**src/rtl/uart_rx_param.sv**
```systemverilog
// uart_rx_param: parametrised UART receiver with per-frame error flags,
// break/overrun pulses and a show-ahead valid/ready receive FIFO.
// Ports: clk, reset (sync, active high), uart_rxd, uart_rx_en,
//   uart_rx_data/perr/ferr/valid, uart_rx_ready, uart_rx_break,
//   uart_rx_overrun, fifo_count.
// Optional: define UART_RX_PARITY_EN to expect a parity bit per frame.
module uart_rx_param #(
  parameter int CLK_HZ       = 48000000,
  parameter int BIT_RATE     = 9600,
  parameter int PAYLOAD_BITS = 8,
  parameter int STOP_BITS    = 1,
  parameter int PARITY_ODD   = 0,
  parameter int FIFO_DEPTH   = 4
) (
  input  logic                          clk,
  input  logic                          reset,
  input  logic                          uart_rxd,
  input  logic                          uart_rx_en,
  output logic [PAYLOAD_BITS-1:0]       uart_rx_data,
  output logic                          uart_rx_perr,
  output logic                          uart_rx_ferr,
  output logic                          uart_rx_valid,
  input  logic                          uart_rx_ready,
  output logic                          uart_rx_break,
  output logic                          uart_rx_overrun,
  output logic [$clog2(FIFO_DEPTH):0]   fifo_count
);

  localparam int CPB = CLK_HZ / BIT_RATE;
  localparam int CW  = $clog2(CPB + 1);
  localparam int AW  = $clog2(FIFO_DEPTH);
`ifdef UART_RX_PARITY_EN
  localparam int EW  = PAYLOAD_BITS + 2;
`else
  localparam int EW  = PAYLOAD_BITS + 1;
`endif
  localparam logic [CW-1:0] HALF = CW'(CPB / 2);
  localparam logic [CW-1:0] LAST = CW'(CPB - 1);

  typedef enum logic [2:0] {
    S_IDLE,
    S_START,
    S_DATA,
`ifdef UART_RX_PARITY_EN
    S_PARITY,
`endif
    S_STOP
  } state_t;

  state_t r_state, w_next;

  logic                    r_s1, r_rxs, r_rxs_prev;
  logic [CW-1:0]           r_cnt;
  logic [3:0]              r_bit;
  logic [PAYLOAD_BITS-1:0] r_data;
  logic                    r_ferr;
  logic                    r_any1;
  logic                    r_lock;
  logic                    r_push;
  logic                    r_brk;
`ifdef UART_RX_PARITY_EN
  logic                    r_pbit;
`endif

  logic w_fell, w_clr, w_smp, w_done, w_ones;
  logic w_perr, w_pop, w_full, w_wr;
  logic [EW-1:0] w_entry, w_head;

  logic [EW-1:0]  r_mem [FIFO_DEPTH];
  logic [AW-1:0]  r_wr, r_rd;
  logic [AW:0]    r_count;

  assign w_fell = r_rxs_prev & ~r_rxs;
  // a frame that saw any 1 bit is data; all zeros is a break
  assign w_ones = r_any1 | r_rxs;

  always_ff @(posedge clk) begin
    if (reset) r_state <= S_IDLE;
    else       r_state <= w_next;
  end

  always_comb begin
    w_next = r_state;
    w_clr  = 1'b0;
    w_smp  = 1'b0;
    w_done = 1'b0;
    unique case (r_state)
      S_IDLE: begin
        w_clr = 1'b1;
        if (w_fell && uart_rx_en && !r_lock)
          w_next = S_START;
      end
      S_START: begin
        if (r_cnt == HALF) begin
          w_clr  = 1'b1;
          w_next = r_rxs ? S_IDLE : S_DATA;
        end
      end
      S_DATA: begin
        if (r_cnt == LAST) begin
          w_clr = 1'b1;
          w_smp = 1'b1;
          if (r_bit == 4'(PAYLOAD_BITS - 1))
`ifdef UART_RX_PARITY_EN
            w_next = S_PARITY;
`else
            w_next = S_STOP;
`endif
        end
      end
`ifdef UART_RX_PARITY_EN
      S_PARITY: begin
        if (r_cnt == LAST) begin
          w_clr  = 1'b1;
          w_smp  = 1'b1;
          w_next = S_STOP;
        end
      end
`endif
      S_STOP: begin
        if (r_cnt == LAST) begin
          w_clr = 1'b1;
          w_smp = 1'b1;
          if (r_bit == 4'(STOP_BITS - 1)) begin
            w_next = S_IDLE;
            w_done = 1'b1;
          end
        end
      end
      default: w_next = S_IDLE;
    endcase
  end

  always_ff @(posedge clk) begin
    if (reset) begin
      r_s1       <= 1'b1;
      r_rxs      <= 1'b1;
      r_rxs_prev <= 1'b1;
      r_cnt      <= '0;
      r_bit      <= '0;
      r_data     <= '0;
      r_ferr     <= 1'b0;
      r_any1     <= 1'b0;
      r_lock     <= 1'b0;
      r_push     <= 1'b0;
      r_brk      <= 1'b0;
`ifdef UART_RX_PARITY_EN
      r_pbit     <= 1'b0;
`endif
    end else begin
      r_s1       <= uart_rxd;
      r_rxs      <= r_s1;
      r_rxs_prev <= r_rxs;
      r_cnt      <= w_clr ? '0 : r_cnt + 1'b1;
      if (r_state == S_IDLE) begin
        r_bit  <= '0;
        r_ferr <= 1'b0;
        r_any1 <= 1'b0;
      end
      if (w_smp) begin
        // bit index restarts whenever the sampled field changes
        r_bit <= (w_next != r_state) ? '0 : r_bit + 1'b1;
        if (r_rxs) r_any1 <= 1'b1;
        if (r_state == S_DATA)
          r_data <= {r_rxs, r_data[PAYLOAD_BITS-1:1]};
`ifdef UART_RX_PARITY_EN
        if (r_state == S_PARITY)
          r_pbit <= r_rxs;
`endif
        if (r_state == S_STOP && !r_rxs)
          r_ferr <= 1'b1;
      end
      r_push <= w_done & w_ones;
      r_brk  <= w_done & ~w_ones;
      // after a break the line must return high before a new start
      if (w_done && !w_ones) r_lock <= 1'b1;
      else if (r_rxs)        r_lock <= 1'b0;
    end
  end

`ifdef UART_RX_PARITY_EN
  assign w_perr  = ((^r_data) ^ r_pbit) != PARITY_ODD[0];
  assign w_entry = {w_perr, r_ferr, r_data};
`else
  assign w_perr  = 1'b0;
  assign w_entry = {r_ferr, r_data};
`endif

  assign w_pop  = uart_rx_valid & uart_rx_ready;
  assign w_full = r_count == (AW + 1)'(FIFO_DEPTH);
  // a pop in the same cycle frees the slot, so a full FIFO still accepts
  assign w_wr   = r_push & (~w_full | w_pop);

  always_ff @(posedge clk) begin
    if (w_wr) r_mem[r_wr] <= w_entry;
  end

  always_ff @(posedge clk) begin
    if (reset) begin
      r_wr    <= '0;
      r_rd    <= '0;
      r_count <= '0;
    end else begin
      if (w_wr)  r_wr <= r_wr + 1'b1;
      if (w_pop) r_rd <= r_rd + 1'b1;
      if (w_wr && !w_pop)      r_count <= r_count + 1'b1;
      else if (!w_wr && w_pop) r_count <= r_count - 1'b1;
    end
  end

  assign w_head          = r_mem[r_rd];
  assign uart_rx_valid   = r_count != '0;
  assign uart_rx_data    = uart_rx_valid ? w_head[PAYLOAD_BITS-1:0] : '0;
  assign uart_rx_ferr    = uart_rx_valid & w_head[PAYLOAD_BITS];
`ifdef UART_RX_PARITY_EN
  assign uart_rx_perr    = uart_rx_valid & w_head[PAYLOAD_BITS+1];
`else
  assign uart_rx_perr    = 1'b0;
`endif
  assign uart_rx_break   = r_brk;
  assign uart_rx_overrun = r_push & w_full & ~w_pop;
  assign fifo_count      = r_count;

endmodule

```
**config.mk**
```make
export PLATFORM = sky130hd
export DESIGN_NAME = uart_rx_param
export DESIGN_NICKNAME = d
export VERILOG_FILES = /design/src/rtl/uart_rx_param.sv
export SDC_FILE = /design/constraint.sdc
export NUM_CORES = 1
export LEC_CHECK = 0
export BUFFER_PORTS_ARGS = -buffer_cell sky130_fd_sc_hd__buf_2
export CAP_MARGIN = 15
export CORE_MARGIN = 5
export CORE_UTILIZATION = 48
export DETAILED_ROUTE_END_ITERATION = 6
export PLACE_DENSITY = 0.75
export SYNTH_ARGS = -nofsm -noshare
export SYNTH_HDL_FRONTEND = slang
export SYNTH_SLANG_ARGS = --single-unit
```
**constraint.sdc**
```tcl
create_clock -name clk -period 1.9 [get_ports clk]
set_input_delay 0.285 -clock clk [delete_from_list [all_inputs] [get_ports clk]]
set_output_delay 0.285 -clock clk [all_outputs]
set_load 0.1 [all_outputs]
```
==> reports/results.txt <==
Status = finished, violations left
Failing checks = negative setup slack
Placed cell areas = 3989 µm²
Core Rows = 31
Synth top area share = 31.11%
Int Power = 3.665 mW
Setup crit end kind = register
Via Count = 2,215
Gate Count Post-Synth = 277
Commonest cells in the netlist = 45 x dfxtp_1, 36 x edfxtp_1, 24 x nor2_1, 16 x inv_1, 15 x and2_1
Clock transition at the registers of the reported paths = 0.08 ns
TritonCTS clock tree = yes
Initial core utilization = 48.69%
Combinational power share = 49.6%
First-pass GRT wire length = 10.94 mm
Power Dens Cells = 1431 nW/µm²
Slew headroom = 65.02%
Fin Clk Skew = 0.007658 ns
GPL Wtd Cong = 0.7991
Setup crit start kind = register
Bufs and invs on worst path = 1
Seq pwr share = 30.9%
Root Driver = clkbuf_8
Fmax = 497.2 MHz
Fin Hold WS = 0.1141 ns
Max Root-Sink Buffers = 2
Global route overflow = 0
Via/cell ratio = 5.069
Setup violators final = 24
Non-filler cells, final = 437
Most used DFF post-synth = dfxtp_1
Sequential area share after synthesis = 57.04%
Final Util = 61.48%
N_diodes = 0
CP Cell Sequence = or3_4, nand2_4, ha_4, inv_2, fa_2, xor2_1, or3_1, a21oi_2
Crit-path slowest cell = or3_4
Leakage power = 1.635 nW
Post-route cell area = 4388 µm²
Filler Cells Inserted = 584
Total power = 6.278 mW
TNS Setup = -0.6986 ns
CTS buffer count = 9
Max VDD drop = 832.6 µV
Count of placed standard cells including taps = 419
All-layer global routing usage = 16.01%
Area grow syn2layout = 26.29%
DR WL/cell = 14.63 µm
Crit path DAT = 2.29 ns
Vias in the first global route = 2,304
Mapped cell area = 3475 µm²
Synth async-reset ratio = 0%
I/O pins = 21
Synth Warn # = 0
Worst-path fanout max = 4
Crit path time final = 2.011 ns
RSZ-0062 raised after global routing = true
Max_cap viols = 0
#FFs+latches synth = 81
Share of cells above drive strength 1 = 36.69%
Port Buffers = 19
Initial antenna violation count = 0
CORE AREA = 7137 µm²
DRC Markers = 0
Post-route ant nets = 0
HPWL Detailed = 4.432 mm
Hold Path Class = input pin to register
DIE AREA = 9040 µm²
CTS sink cnt = 81
Switching Share = 41.62%
CTS H-tree lvls = 3
Worst-Margin Slew = 0.5247 ns
Final wirelength = 6.395 mm
Largest net degree at the start of global routing = 29
Clock power share = 19.4%
Period utilization = 105.9%
Cell variety after synth = 51
Final-report hold violation count = 0
Worst stage delay on the critical path = 0.40 ns
Post-synth top area cell = edfxtp_1
Setup WS pre-CTS = -0.08486 ns
Skew-Pair Late Insertion Delay = 0.34 ns
Synth area leaders = edfxtp_1 31%, dfxtp_1 26%, mux4_2 5.8%
Final nets = 348
Worst Path Required = 2.18 ns
Drt first pass iters = 4
# hold bufs at CTS = 0
Post-synth EDFFs = 36
Top Family by Delay on Critical Path = simple AND/OR/NAND/NOR gates
Critical setup path kind = register to register
Max Slew Vio Count = 0
Setup slack after layout = -0.1112 ns
Mean Syn Cell Area = 12.54 µm²
Die Span Y = 95.08 µm
Most common cell in the netlist = dfxtp_1
Net Sw Power = 2.613 mW
Iter 0 DRT Violations = 114
Die width = 95.08 µm
-- sequential cells by signal, indices dropped and copies added, names as in the netlist, named ones only --
signal / flops
r_mem: 36
r_cnt: 13
r_data: 8
r_bit: 4
fifo_count: 3
r_state: 3
r_rd: 2
r_wr: 2
r_any1: 1
r_ferr: 1
r_lock: 1
r_push: 1
r_rxs: 1
r_rxs_prev: 1
r_s1: 1
uart_rx_break: 1
-- routing by layer --
layer	part of all wire (%)	track usage (%)	vias up
li1	-	-	1103
met1	45	19.67	1061
met2	50	27.17	41
met3	3.3	2.762	10
met4	1.8	7.813	0
met5	0	0	-
-- cell usage in the layout, fill, tap and decap left out, types with 2 or more instances in the layout --
cell type | Yosys | layout
dfxtp_1 | 45 | 39
edfxtp_1 | 36 | 36
buf_4 | 2 | 33
nor2_1 | 24 | 24
inv_1 | 16 | 13
nor3_2 | 10 | 12
mux2i_1 | 11 | 11
xnor2_1 | 11 | 11
buf_12 | 0 | 11
mux4_2 | 9 | 9
and2_4 | 0 | 9
clkbuf_8 | 0 | 9
ha_1 | 9 | 8
buf_2 | 0 | 8
nand3_1 | 7 | 7
nor3_1 | 9 | 7
xor2_1 | 6 | 6
and2_1 | 15 | 5
nand2b_1 | 4 | 4
nor4_1 | 4 | 4
nand2_1 | 5 | 4
dfxtp_4 | 0 | 4
inv_2 | 0 | 3
nand4_1 | 3 | 3
or2_2 | 3 | 3
or3_1 | 4 | 3
nor4b_1 | 2 | 2
nor3b_2 | 0 | 2
nand3b_1 | 2 | 2
o22ai_1 | 2 | 2
o21ai_0 | 2 | 2
conb_1 | 1 | 2
inv_6 | 0 | 2
clkinvlp_4 | 0 | 2
buf_6 | 1 | 2
dfxtp_2 | 0 | 2
-- logic make-up after synthesis --
group	count (synthesis)	synth area share [%]
other	1	0.1079
DFF	81	57.04
muxes	20	9.003
adders and majority gates	10	3.817
buffers and inverters	27	3.349
AOI/OAI and AO/OA	17	3.710
and+or+nand+nor	104	18.69
xor gates and xnor gates	17	4.285
-- area by class of cell --
class                   instances  area [µm²]  area share [%]
inverters                      16       60.06           1.369
clock buffers                  10       127.6           2.908
repair buffers                 55       555.5           12.66
flip-flops and latches         81        1999           45.57
well taps                      99       123.9           2.823
multi-input cells             170        1455           33.16
clock inverters                 6       66.31           1.511
-- timing repair --
item                                    4_1_cts  5_1_grt
gates cloned                                  0        1
setup buffers                                 1        0
hold endpoints to repair                      0        0
endpoints found under the setup margin       25       26
pin swaps                                     2       10
resized for setup                            42        5
-- power by group through the flow --
stage | clock [mW] | sequential, mW | combinational [mW]
5_1_grt | 1.35 | 1.95 | 3.25
3_3_place_gp | 0 | 1.97 | 2.51
2_1_floorplan | 0 | 2.20 | 1.90
6_report | 1.22 | 1.94 | 3.12
4_1_cts | 1.26 | 1.93 | 3.06
3_5_place_dp | 0 | 1.97 | 2.53
-- worst paths after layout --
path                   endpoint  cells past startpoint     startpoint  slack, ns
setup / recovery  fifo_count[2]                      8  fifo_count[1]      -0.11
hold / removal             r_s1                      2       uart_rxd       0.11
hold reg to reg           r_rxs                      1           r_s1       0.41
setup reg to reg  fifo_count[2]                      8  fifo_count[1]      -0.11
No activity file was read; power rests on OpenSTA's default activity.
